<file path="src/rtl/dht22_pkg.sv">
// Shared definitions for the DHT22 single-wire sensor emulator:
// FSM state type, phase durations in microseconds, frame length, parity helper.
package dht22_pkg;

   typedef enum logic [2:0] {
      IDLE,
      HOST_LOW,
      RESP_DELAY,
      RESP_LOW,
      RESP_HIGH,
      BIT_LOW,
      BIT_HIGH,
      END_LOW
   } dht22_state_e;

   localparam int unsigned FRAME_BITS = 40;

   localparam logic [15:0] T_RESP_DELAY_US = 16'd30;
   localparam logic [15:0] T_RESP_LOW_US   = 16'd80;
   localparam logic [15:0] T_RESP_HIGH_US  = 16'd80;
   localparam logic [15:0] T_BIT_LOW_US    = 16'd50;
   localparam logic [15:0] T_BIT0_HIGH_US  = 16'd26;
   localparam logic [15:0] T_BIT1_HIGH_US  = 16'd70;
   localparam logic [15:0] T_END_LOW_US    = 16'd50;

   // Checksum byte: byte-wise sum of humidity and temperature, modulo 256.
   function automatic logic [7:0] dht22_parity(input logic [15:0] hum, input logic [15:0] temp);
      return hum[15:8] + hum[7:0] + temp[15:8] + temp[7:0];
   endfunction

endpackage

</file>
<file path="src/rtl/dht22_us_tick.sv">
// Microsecond tick generator: one-cycle pulse every CLK_FREQ/1e6 clocks.
// clr restarts the prescaler so a phase always starts on a whole-microsecond boundary.
module dht22_us_tick #(
   parameter int unsigned CLK_FREQ = 100000000
) (
   input  logic clk,
   input  logic rst,
   input  logic clr,
   output logic tick
);

   localparam int unsigned DIV   = (CLK_FREQ / 1000000 > 0) ? CLK_FREQ / 1000000 : 1;
   localparam int unsigned CNT_W = (DIV > 1) ? $clog2(DIV) : 1;
   localparam logic [CNT_W-1:0] LAST = CNT_W'(DIV - 1);

   logic [CNT_W-1:0] cnt_q;
   logic [CNT_W-1:0] cnt_d;

   // Next prescaler value: wrap at LAST or restart on clear.
   always_comb begin
      cnt_d = cnt_q + 1'b1;
      if (clr || (cnt_q == LAST)) begin
         cnt_d = '0;
      end
   end

   // Prescaler register.
   always_ff @(posedge clk) begin
      if (rst) begin
         cnt_q <= '0;
      end else begin
         cnt_q <= cnt_d;
      end
   end

   // Tick is decoded from the register only, keeping clr out of any combinational loop.
   always_comb begin
      tick = (cnt_q == LAST);
   end

endmodule

</file>
<file path="src/rtl/dht22_sensor_emu.sv">
// DHT22 sensor emulator: answers a host start pulse on the open-drain bus
// with the response preamble and a 40-bit humidity/temperature/parity frame.
// Optional feature: define DHT22_ERR_INJECT_EN to add err_inject, which
// inverts the transmitted parity byte when high at snapshot time.
module dht22_sensor_emu
   import dht22_pkg::*;
#(
   parameter int unsigned CLK_FREQ       = 100000000,
   parameter int unsigned T_START_MIN_US = 800
) (
   input  logic        clk,
   input  logic        rst,
   input  logic        dht22_in,
   output logic        dht22_drive_low,
   input  logic [15:0] humidity,
   input  logic [15:0] temperature,
`ifdef DHT22_ERR_INJECT_EN
   input  logic        err_inject,
`endif
   output logic        busy,
   output logic        frame_done,
   output logic        collision
);

   localparam logic [15:0] T_START_MIN = 16'(T_START_MIN_US);
   localparam logic [5:0]  LAST_BIT    = 6'(FRAME_BITS - 1);

   logic [1:0]   sync_q, sync_d;
   logic         line;
   logic         tick;
   logic         tick_clr;
   logic         inj;
   logic         phase_done;
   logic [15:0]  phase_len;
   logic         settled;

   dht22_state_e state_q, state_d;
   logic [15:0]  phase_cnt_q, phase_cnt_d;
   logic [1:0]   settle_q, settle_d;
   logic [5:0]   bit_idx_q, bit_idx_d;
   logic [39:0]  shift_q, shift_d;
   logic         drive_low_q, drive_low_d;
   logic         busy_q, busy_d;
   logic         frame_done_q, frame_done_d;
   logic         collision_q, collision_d;

   dht22_us_tick #(.CLK_FREQ(CLK_FREQ)) u_tick (
      .clk  (clk),
      .rst  (rst),
      .clr  (tick_clr),
      .tick (tick)
   );

`ifdef DHT22_ERR_INJECT_EN
   always_comb inj = err_inject;
`else
   always_comb inj = 1'b0;
`endif

   // Two-flop synchronizer; idles high like the pulled-up bus.
   always_comb begin
      sync_d = {sync_q[0], dht22_in};
      line   = sync_q[1];
   end

   always_ff @(posedge clk) begin
      if (rst) begin
         sync_q <= '1;
      end else begin
         sync_q <= sync_d;
      end
   end

   // Duration of the current timed phase in microsecond ticks.
   always_comb begin
      phase_len = '0;
      case (state_q)
         RESP_DELAY: phase_len = T_RESP_DELAY_US;
         RESP_LOW:   phase_len = T_RESP_LOW_US;
         RESP_HIGH:  phase_len = T_RESP_HIGH_US;
         BIT_LOW:    phase_len = T_BIT_LOW_US;
         BIT_HIGH:   phase_len = shift_q[39] ? T_BIT1_HIGH_US : T_BIT0_HIGH_US;
         END_LOW:    phase_len = T_END_LOW_US;
         default:    phase_len = '0;
      endcase
   end

   // Next-state, counter, shift and pulse logic.
   // settle_q counts cycles since phase entry: the synchronized line lags our
   // own release by two cycles, so the line is only trusted once settle_q == 2.
   always_comb begin
      state_d      = state_q;
      phase_cnt_d  = phase_cnt_q;
      settle_d     = (settle_q == 2'd2) ? settle_q : settle_q + 2'd1;
      bit_idx_d    = bit_idx_q;
      shift_d      = shift_q;
      frame_done_d = 1'b0;
      collision_d  = 1'b0;
      settled      = (settle_q == 2'd2);
      phase_done   = tick && (phase_cnt_q == phase_len - 16'd1);

      if (tick && (phase_cnt_q != '1)) begin
         phase_cnt_d = phase_cnt_q + 16'd1;
      end

      case (state_q)
         IDLE: begin
            if (settled && !line) begin
               state_d = HOST_LOW;
            end
         end
         HOST_LOW: begin
            if (line) begin
               if (phase_cnt_q >= T_START_MIN) begin
                  state_d = RESP_DELAY;
                  shift_d = {humidity, temperature,
                             dht22_parity(humidity, temperature) ^ {8{inj}}};
               end else begin
                  state_d = IDLE;
               end
            end
         end
         RESP_DELAY: begin
            if (phase_done) state_d = RESP_LOW;
         end
         RESP_LOW: begin
            if (phase_done) state_d = RESP_HIGH;
         end
         RESP_HIGH: begin
            if (settled && !line) begin
               state_d     = IDLE;
               collision_d = 1'b1;
            end else if (phase_done) begin
               state_d   = BIT_LOW;
               bit_idx_d = '0;
            end
         end
         BIT_LOW: begin
            if (phase_done) state_d = BIT_HIGH;
         end
         BIT_HIGH: begin
            if (settled && !line) begin
               state_d     = IDLE;
               collision_d = 1'b1;
            end else if (phase_done) begin
               if (bit_idx_q == LAST_BIT) begin
                  state_d = END_LOW;
               end else begin
                  state_d   = BIT_LOW;
                  bit_idx_d = bit_idx_q + 6'd1;
                  shift_d   = {shift_q[38:0], 1'b0};
               end
            end
         end
         END_LOW: begin
            if (phase_done) begin
               state_d      = IDLE;
               frame_done_d = 1'b1;
            end
         end
         default: state_d = IDLE;
      endcase

      tick_clr = (state_d != state_q);
      if (tick_clr) begin
         phase_cnt_d = '0;
         settle_d    = '0;
      end

      drive_low_d = (state_d == RESP_LOW) || (state_d == BIT_LOW) || (state_d == END_LOW);
      busy_d      = (state_d != IDLE);
   end

   // FSM and registered outputs.
   always_ff @(posedge clk) begin
      if (rst) begin
         state_q      <= IDLE;
         phase_cnt_q  <= '0;
         settle_q     <= '0;
         bit_idx_q    <= '0;
         shift_q      <= '0;
         drive_low_q  <= 1'b0;
         busy_q       <= 1'b0;
         frame_done_q <= 1'b0;
         collision_q  <= 1'b0;
      end else begin
         state_q      <= state_d;
         phase_cnt_q  <= phase_cnt_d;
         settle_q     <= settle_d;
         bit_idx_q    <= bit_idx_d;
         shift_q      <= shift_d;
         drive_low_q  <= drive_low_d;
         busy_q       <= busy_d;
         frame_done_q <= frame_done_d;
         collision_q  <= collision_d;
      end
   end

   always_comb begin
      dht22_drive_low = drive_low_q;
      busy            = busy_q;
      frame_done      = frame_done_q;
      collision       = collision_q;
   end

endmodule

</file>
<file path="config.mk">
export PLATFORM = sky130hd
export DESIGN_NAME = dht22_sensor_emu
export DESIGN_NICKNAME = d
export VERILOG_FILES = /design/src/rtl/dht22_pkg.sv /design/src/rtl/dht22_us_tick.sv /design/src/rtl/dht22_sensor_emu.sv
export SDC_FILE = /design/constraint.sdc
export NUM_CORES = 1
export LEC_CHECK = 0
export ABC_AREA = 0
export BUFFER_PORTS_ARGS = -buffer_cell sky130_fd_sc_hd__clkbuf_2
export CORE_MARGIN = 8
export CORE_UTILIZATION = 40
export DETAILED_ROUTE_END_ITERATION = 10
export HOLD_SLACK_MARGIN = 0.03
export RECOVER_POWER = 50
export SYNTH_ARGS = -nofsm -noshare
export SYNTH_HDL_FRONTEND = slang
export SYNTH_HIERARCHICAL = 1
export SYNTH_SLANG_ARGS = --single-unit
</file>
<file path="constraint.sdc">
create_clock -name clk -period 5.6 [get_ports clk]
set_input_delay 1.12 -clock clk [delete_from_list [all_inputs] [get_ports clk]]
set_output_delay 1.12 -clock clk [all_outputs]
set_load 0.05 [all_outputs]
</file>
==> Yosys cells after proc, flatten, opt, wreduce, memory -nomap -nowiden <==
Cells that the tools add are included.
{ "classes": {"reduce_logical": 20, "n_lt_le_gt_ge": 1, "bitwise": 2, "n_eq_ne": 23, "mux": 29, "add_sub_neg": 8} }
{ "op_table": {"columns": ["cell", "count"], "rows": [
  ["$mux W40", 5],
  ["$pmux W40 S2", 1],
  ["$mux W3", 10],
  ["$mux W6", 5],
  ["$pmux W7 S4", 1],
  ["$add A8 B8 Y8", 3],
  ["$pmux W3 S8", 1],
  ["$eq A3 B3 Y1 const B", 6],
  ["$add A16 B1 Y16 const B", 1],
  ["$eq A16 B16 Y1", 1],
  ["$ge A16 B10 Y1 const B", 1],
  ["$ne A16 B16 Y1 const B", 1],
  ["$sub A16 B1 Y16 const B", 1],
  ["$ne A2 B2 Y1 const B", 7],
  ["$reduce_or A2 Y1", 7],
  ["$pmux W6 S2", 1],
  ["$reduce_and A6 Y1", 2],
  ["$eq A3 B2 Y1 const B", 3],
  ["$add A7 B1 Y7 const B", 1],
  ["$eq A7 B7 Y1 const B", 1],
  ["$mux W7", 1],
  ["$add A6 B1 Y6 const B", 1],
  ["$eq A6 B6 Y1 const B", 1],
  ["$mux W2", 2],
  ["12 further kinds", 19]
]} }
{ "totals": {"regBits": 80, "word_cells": 94, "input_bits": 35} }

==> Logic depth before layout (Yosys ltp) <==
{ "logic_depth": {"word_depth": 12, "depth_mapped": 14} }

==> Hierarchy <==
The synthesis kept the hierarchy.
{ "by_module_without_submodules": {"columns": ["mod", "cells_each", "n_inst", "area_each_um2", "seq_area_each_um2"], "rows": [
  ["dht22_sensor_emu", 467, 1, 4192.8, 1461.4],
  ["dht22_us_tick", 34, 1, 310.3, 140.1]
]} }

==> Least setup slack after synthesis <==
Ideal clock, no wire load.
{ "synth_timing": {"path_type": "input -> register", "from": "input humidity[1]", "to": "register shift_q[7]", "stages": 12, "t_required_ps": 5528, "path_slack_ps": 1900, "t_arrival_ps": 3628, "n_path_buf": 0, "cell_sequence": "fa_1 > fa_1 > ha_1 > inv_1 > fa_1 > nor2b_1 > nor3_1 > o21bai_1 > a21oi_1 > xnor2_1 > a211o_1 > mux2i_1"} }
{ "synth_between": {"elab_chain_len": 6} }
{ "synth_lines": {"columns": ["element", "line_no", "source"], "rows": [
  ["start, declared", "dht22_sensor_emu.sv:15", "input logic [15:0] humidity,"],
  ["$add A8 B8 Y8 (3 in series)", "dht22_pkg.sv:28", "return hum[15:8] + hum[7:0] + temp[15:8] + temp[7:0];"],
  ["$mux W40", "dht22_sensor_emu.sv:114", "if (phase_cnt_q >= T_START_MIN) begin"],
  ["$mux W40", "dht22_sensor_emu.sv:113", "if (line) begin"],
  ["$pmux W40 S2", "dht22_sensor_emu.sv:106", "case (state_q)"],
  ["end signal, assigned", "dht22_sensor_emu.sv:191", "shift_q <= shift_d;"],
  ["end, declared", "dht22_sensor_emu.sv:41", "logic [39:0] shift_q, shift_d;"]
]} }
No other way between the ends. The select of a mux whose other input is x is not followed.
A chain may end at the register's enable or synchronous reset.

==> Final worst setup path <==
{ "layout_timing": {"from": "register state_q[2]", "to": "register shift_q[2]"} }
{ "layout_between": {"elab_chain_len": 8} }
{ "layout_lines": {"columns": ["element", "line_no", "source"], "rows": [
  ["start, declared", "dht22_sensor_emu.sv:37", "dht22_state_e state_q, state_d;"],
  ["start signal, assigned", "dht22_sensor_emu.sv:187", "state_q <= state_d;"],
  ["$eq A3 B3 Y1 or $eq A3 B2 Y1 (tied branches)", "dht22_sensor_emu.sv:77", "case (state_q)"],
  ["$reduce_or A2 Y1 (no line)", null, null],
  ["$pmux W7 S4", "dht22_sensor_emu.sv:77", null],
  ["$sub A16 B1 Y16", "dht22_sensor_emu.sv:100", "phase_done = tick && (phase_cnt_q == phase_len - 16'd1);"],
  ["$eq A16 B16 Y1", "dht22_sensor_emu.sv:100", null],
  ["$logic_and A1 B1 Y1", "dht22_sensor_emu.sv:100", null],
  ["$ne A2 B2 Y1 (no line)", null, null],
  ["$reduce_and A6 Y1 (no line)", null, null]
]} }
Several ways; a longest one is shown, not always the timed one.

==> results.md <==
- First-pass GRT wire length: 17,380 µm
- Core area: 10,940 µm²
- Initial antenna violation count: 0
- Internal power: 0.001001 W
- RSZ-0062 raised after global routing: false
- DRT Pass-1 Iters: 4
- Most frequent cells in the layout: 105 x sky130_fd_sc_hd__nor2_1, 80 x sky130_fd_sc_hd__dfxtp_1, 32 x sky130_fd_sc_hd__clkbuf_2
- Leading cell type in the layout, fill and taps excluded: sky130_fd_sc_hd__nor2_1
- Die ar.: 14,910 µm²
- Hold buffers post-CTS: 0
- Detail Route Antenna Nets: 0
- CP top delay family: buffers and inverters
- Boundary pin count: 39
- Num rows: 38
- Share of the synthesized area in compound gates (AO/OA/AOI/OAI): 19.14%
- Minimum period implied by the final worst setup slack: 4.236 ns
- Count of unresolved DRC violations after routing: 0
- Area grow syn2layout: 10.34%
- Setup Crit Path Kind: flop to flop
- Final count of hold timing violations: 0
- Maximum fanout along the worst path: 38
- Proportion of layout cells with a drive suffix above 1: 12.26%
- Total buffers and inverters traversed by the critical path: 2
- Slew of the pin with the lowest slew margin: 1.641 ns
- Worst min path class: flop to flop
- Port Buffers: 38
- Via density: 5.366
- Cells after synthesis: 501
- Sequential fraction of the synthesis area: 35.57%
- Congestion Overflow GR: 0
- PostCTS Resize Cnt: 0
- Switching pwr: 0.0003504 W
- Count of endpoints failing setup in the final report: 0
- Fraction of synthesized area in multiplexers: 1.139%
- Clock buffers created by TritonCTS: 9
- Num Clock Sinks: 80
- Required @ worst endpoint: 5.88 ns
- Violation count after the first detailed-route iteration: 208
- Fin nets: 588
- Placer congestion estimate: 0.8221
- Final HPWL from detailed placement: 7525 µm
- Capturing element type of the critical path: flop
- Final-report max-slew violation count: 75
- Post-Synth XOR/XNOR Area: 5.835%
- Power per unit of standard cell area: 271.9 nW/µm²
- Post-route clock period utilization: 75.65%
- Yosys cell types: 65
- Largest family of logic cells by synthesized area: simple AND/OR/NAND/NOR gates
- Routed wire length: 10,170 µm
- Net count after synthesis: 564
- Fraction of synthesis flops using an asynchronous set or reset pin: 0%
- Sum of negative setup slack: 0 ns
- Yosys warns: 6
- Relative max-transition margin: -9.375%
- Clk pwr share: 41.2%
- Violations in the final reports: max-capacitance violations, max-slew violations
- Vias in the first global route: 3,661
- Status: complete, but fails checks
- Clock tree skew after final layout: 0.007319 ns
- Number of enable-type register cells in the synthesized netlist: 0
- Clk root buf: sky130_fd_sc_hd__clkbuf_16
- Filler cell count: 1,098
- Clock Latency Late Sink: 0.34 ns
- Longest Clk Path Bufs: 2
- # Post-CTS Setup Buffers: 0
- Post-Syn Area: 4503 µm²
- Static Leakage: 1.845 nW
- Htree depth: 3
- Vertical extent of the die: 122.1 µm
- Maximum ir drop on the vdd rail: 0.2023 mV
- Total global-route track usage: 14.32%
- Synthesized area per cell: 8.988 µm²
- Wire length per cell after detailed routing: 15.19 µm
- CTS tree: yes
- Max stage delay cell, worst path: sky130_fd_sc_hd__clkbuf_1
- Max Fclk: 236.1 MHz
- Floorplan die width: 122.1 µm
- Arrival time at the worst endpoint: 4.51 ns
- Largest net degree at the start of global routing: 39
- Overall via count from detail_route: 3,595
- Starting Density: 41.18%
- Combinational fraction of design power: 15.4%
- Startpoint Class: flop
- Adder-cell share of the synthesized area: 10.11%
- Flip-flop and latch count after synthesis: 80
- Maximum Capacitance Violations: 2
- Synthesized-area fraction occupied by and/or/nand/nor cells: 23.45%
- Hold WS: 0.4227 ns
- Flop pwr share: 43.4%
- Top_reg_cell synth: sky130_fd_sc_hd__dfxtp_1
- Antenna diodes: 0
- Fraction of power spent switching nets: 25.94%
- Cell-by-cell trace of the critical path: and2b_1 -> o2bb2ai_1 -> inv_1 -> ha_1 -> xor2_1 -> o2111ai_1 -> nand3b_1 -> nor2_1 -> a31oi_1 -> nor2_2 -> clkbuf_1 -> o221a_2
- Clock transition at path regs: 0.06 ns
- Delay of the slowest critical-path stage: 1.19 ns
-- per-stage QoR --
step,area [µm²],instances,total power (W),setup WS [ns],util (%)
after floorplan,4503,501,0.0007552,1.900,-
after CTS,5014,670,0.001370,1.930,45.85
after global placement,4728,654,0.0008018,1.688,43.24
after detailed placement,4728,654,0.0008082,1.582,43.24
final,4969,670,0.001351,1.364,45.43
after global routing,4969,670,0.001424,0.9908,45.43
-- power by group through the flow --
stage          sequential, W  combinational, W  clock [W]
2_1_floorplan       0.000598          0.000157          0
3_3_place_gp        0.000599          0.000203          0
3_5_place_dp        0.000599          0.000209          0
4_1_cts             0.000587          0.000211   0.000573
5_1_grt             0.000588          0.000239   0.000597
6_report            0.000586          0.000208   0.000556
-- sequential cells by signal, summed over array words and instances, names as in the netlist --
name and count:
bit_idx_q 6, sync_q 2, dht22_drive_low 1, u_tick/cnt_q 7, shift_q 40, busy 1, settle_q 2, collision 1
frame_done 1, state_q 3, phase_cnt_q 16
-- path summary, 6_finish.rpt --
| check | startpoint | endpoint | slack (ns) | cells after the start |
|---|---|---|---|---|
| worst min-delay path | sync_q[0] | sync_q[1] | 0.42 | 1 |
| worst max-delay path | state_q[2] | shift_q[2] | 1.36 | 12 |
| worst min register to register | sync_q[0] | sync_q[1] | 0.42 | 1 |
| worst max register to register | state_q[2] | shift_q[2] | 1.36 | 12 |
-- synth_stat cells (all sizes together), types with 5 or more instances --
cell	count	area (µm²)
dfxtp	80	1602
and3	6	37.54
nor2	107	409.1
a211oi	6	45.04
ha	14	175.2
o21ai	18	93.84
nand3	11	72.57
nor3	8	50.05
inv	15	56.30
nand4	5	31.28
or3	6	37.54
buf	15	112.6
fa	14	280.3
nand2	28	105.1
nand2b	6	37.54
or2	6	37.54
clkbuf	12	45.04
o221a	34	382.9
nor2b	7	43.79
xor2	14	122.6
xnor2	16	140.1
a21oi	18	93.84
-- kinds of logic after synthesis --
| kind of cell | count (synthesis) |
|---|---|
| xor+xnor | 30 |
| flops | 80 |
| mux | 5 |
| buf+inv | 42 |
| compound gates | 106 |
| fa+ha+maj | 28 |
| simple gates | 210 |
-- per-layer routing --
metal,GRT usage (%),part of all wire (%)
met1,18.52,49
met2,22.51,45
met3,4.813,5.0
met4,3.503,1.2
met5,0,0
-- final cells by class --
| type | count | area [µm²] | area share (%) |
|---|---|---|---|
| Clock buffer | 12 | 256.5 | 5.162 |
| Clock inverter | 4 | 28.78 | 0.5792 |
| Inverter | 15 | 56.30 | 1.133 |
| Multi-Input combinational cell | 379 | 2656 | 53.46 |
| Sequential cell | 80 | 1602 | 32.23 |
| Tap cell | 140 | 175.2 | 3.526 |
| Timing Repair Buffer | 40 | 193.9 | 3.903 |
Note: power is estimated with default switching activity, not from simulation.
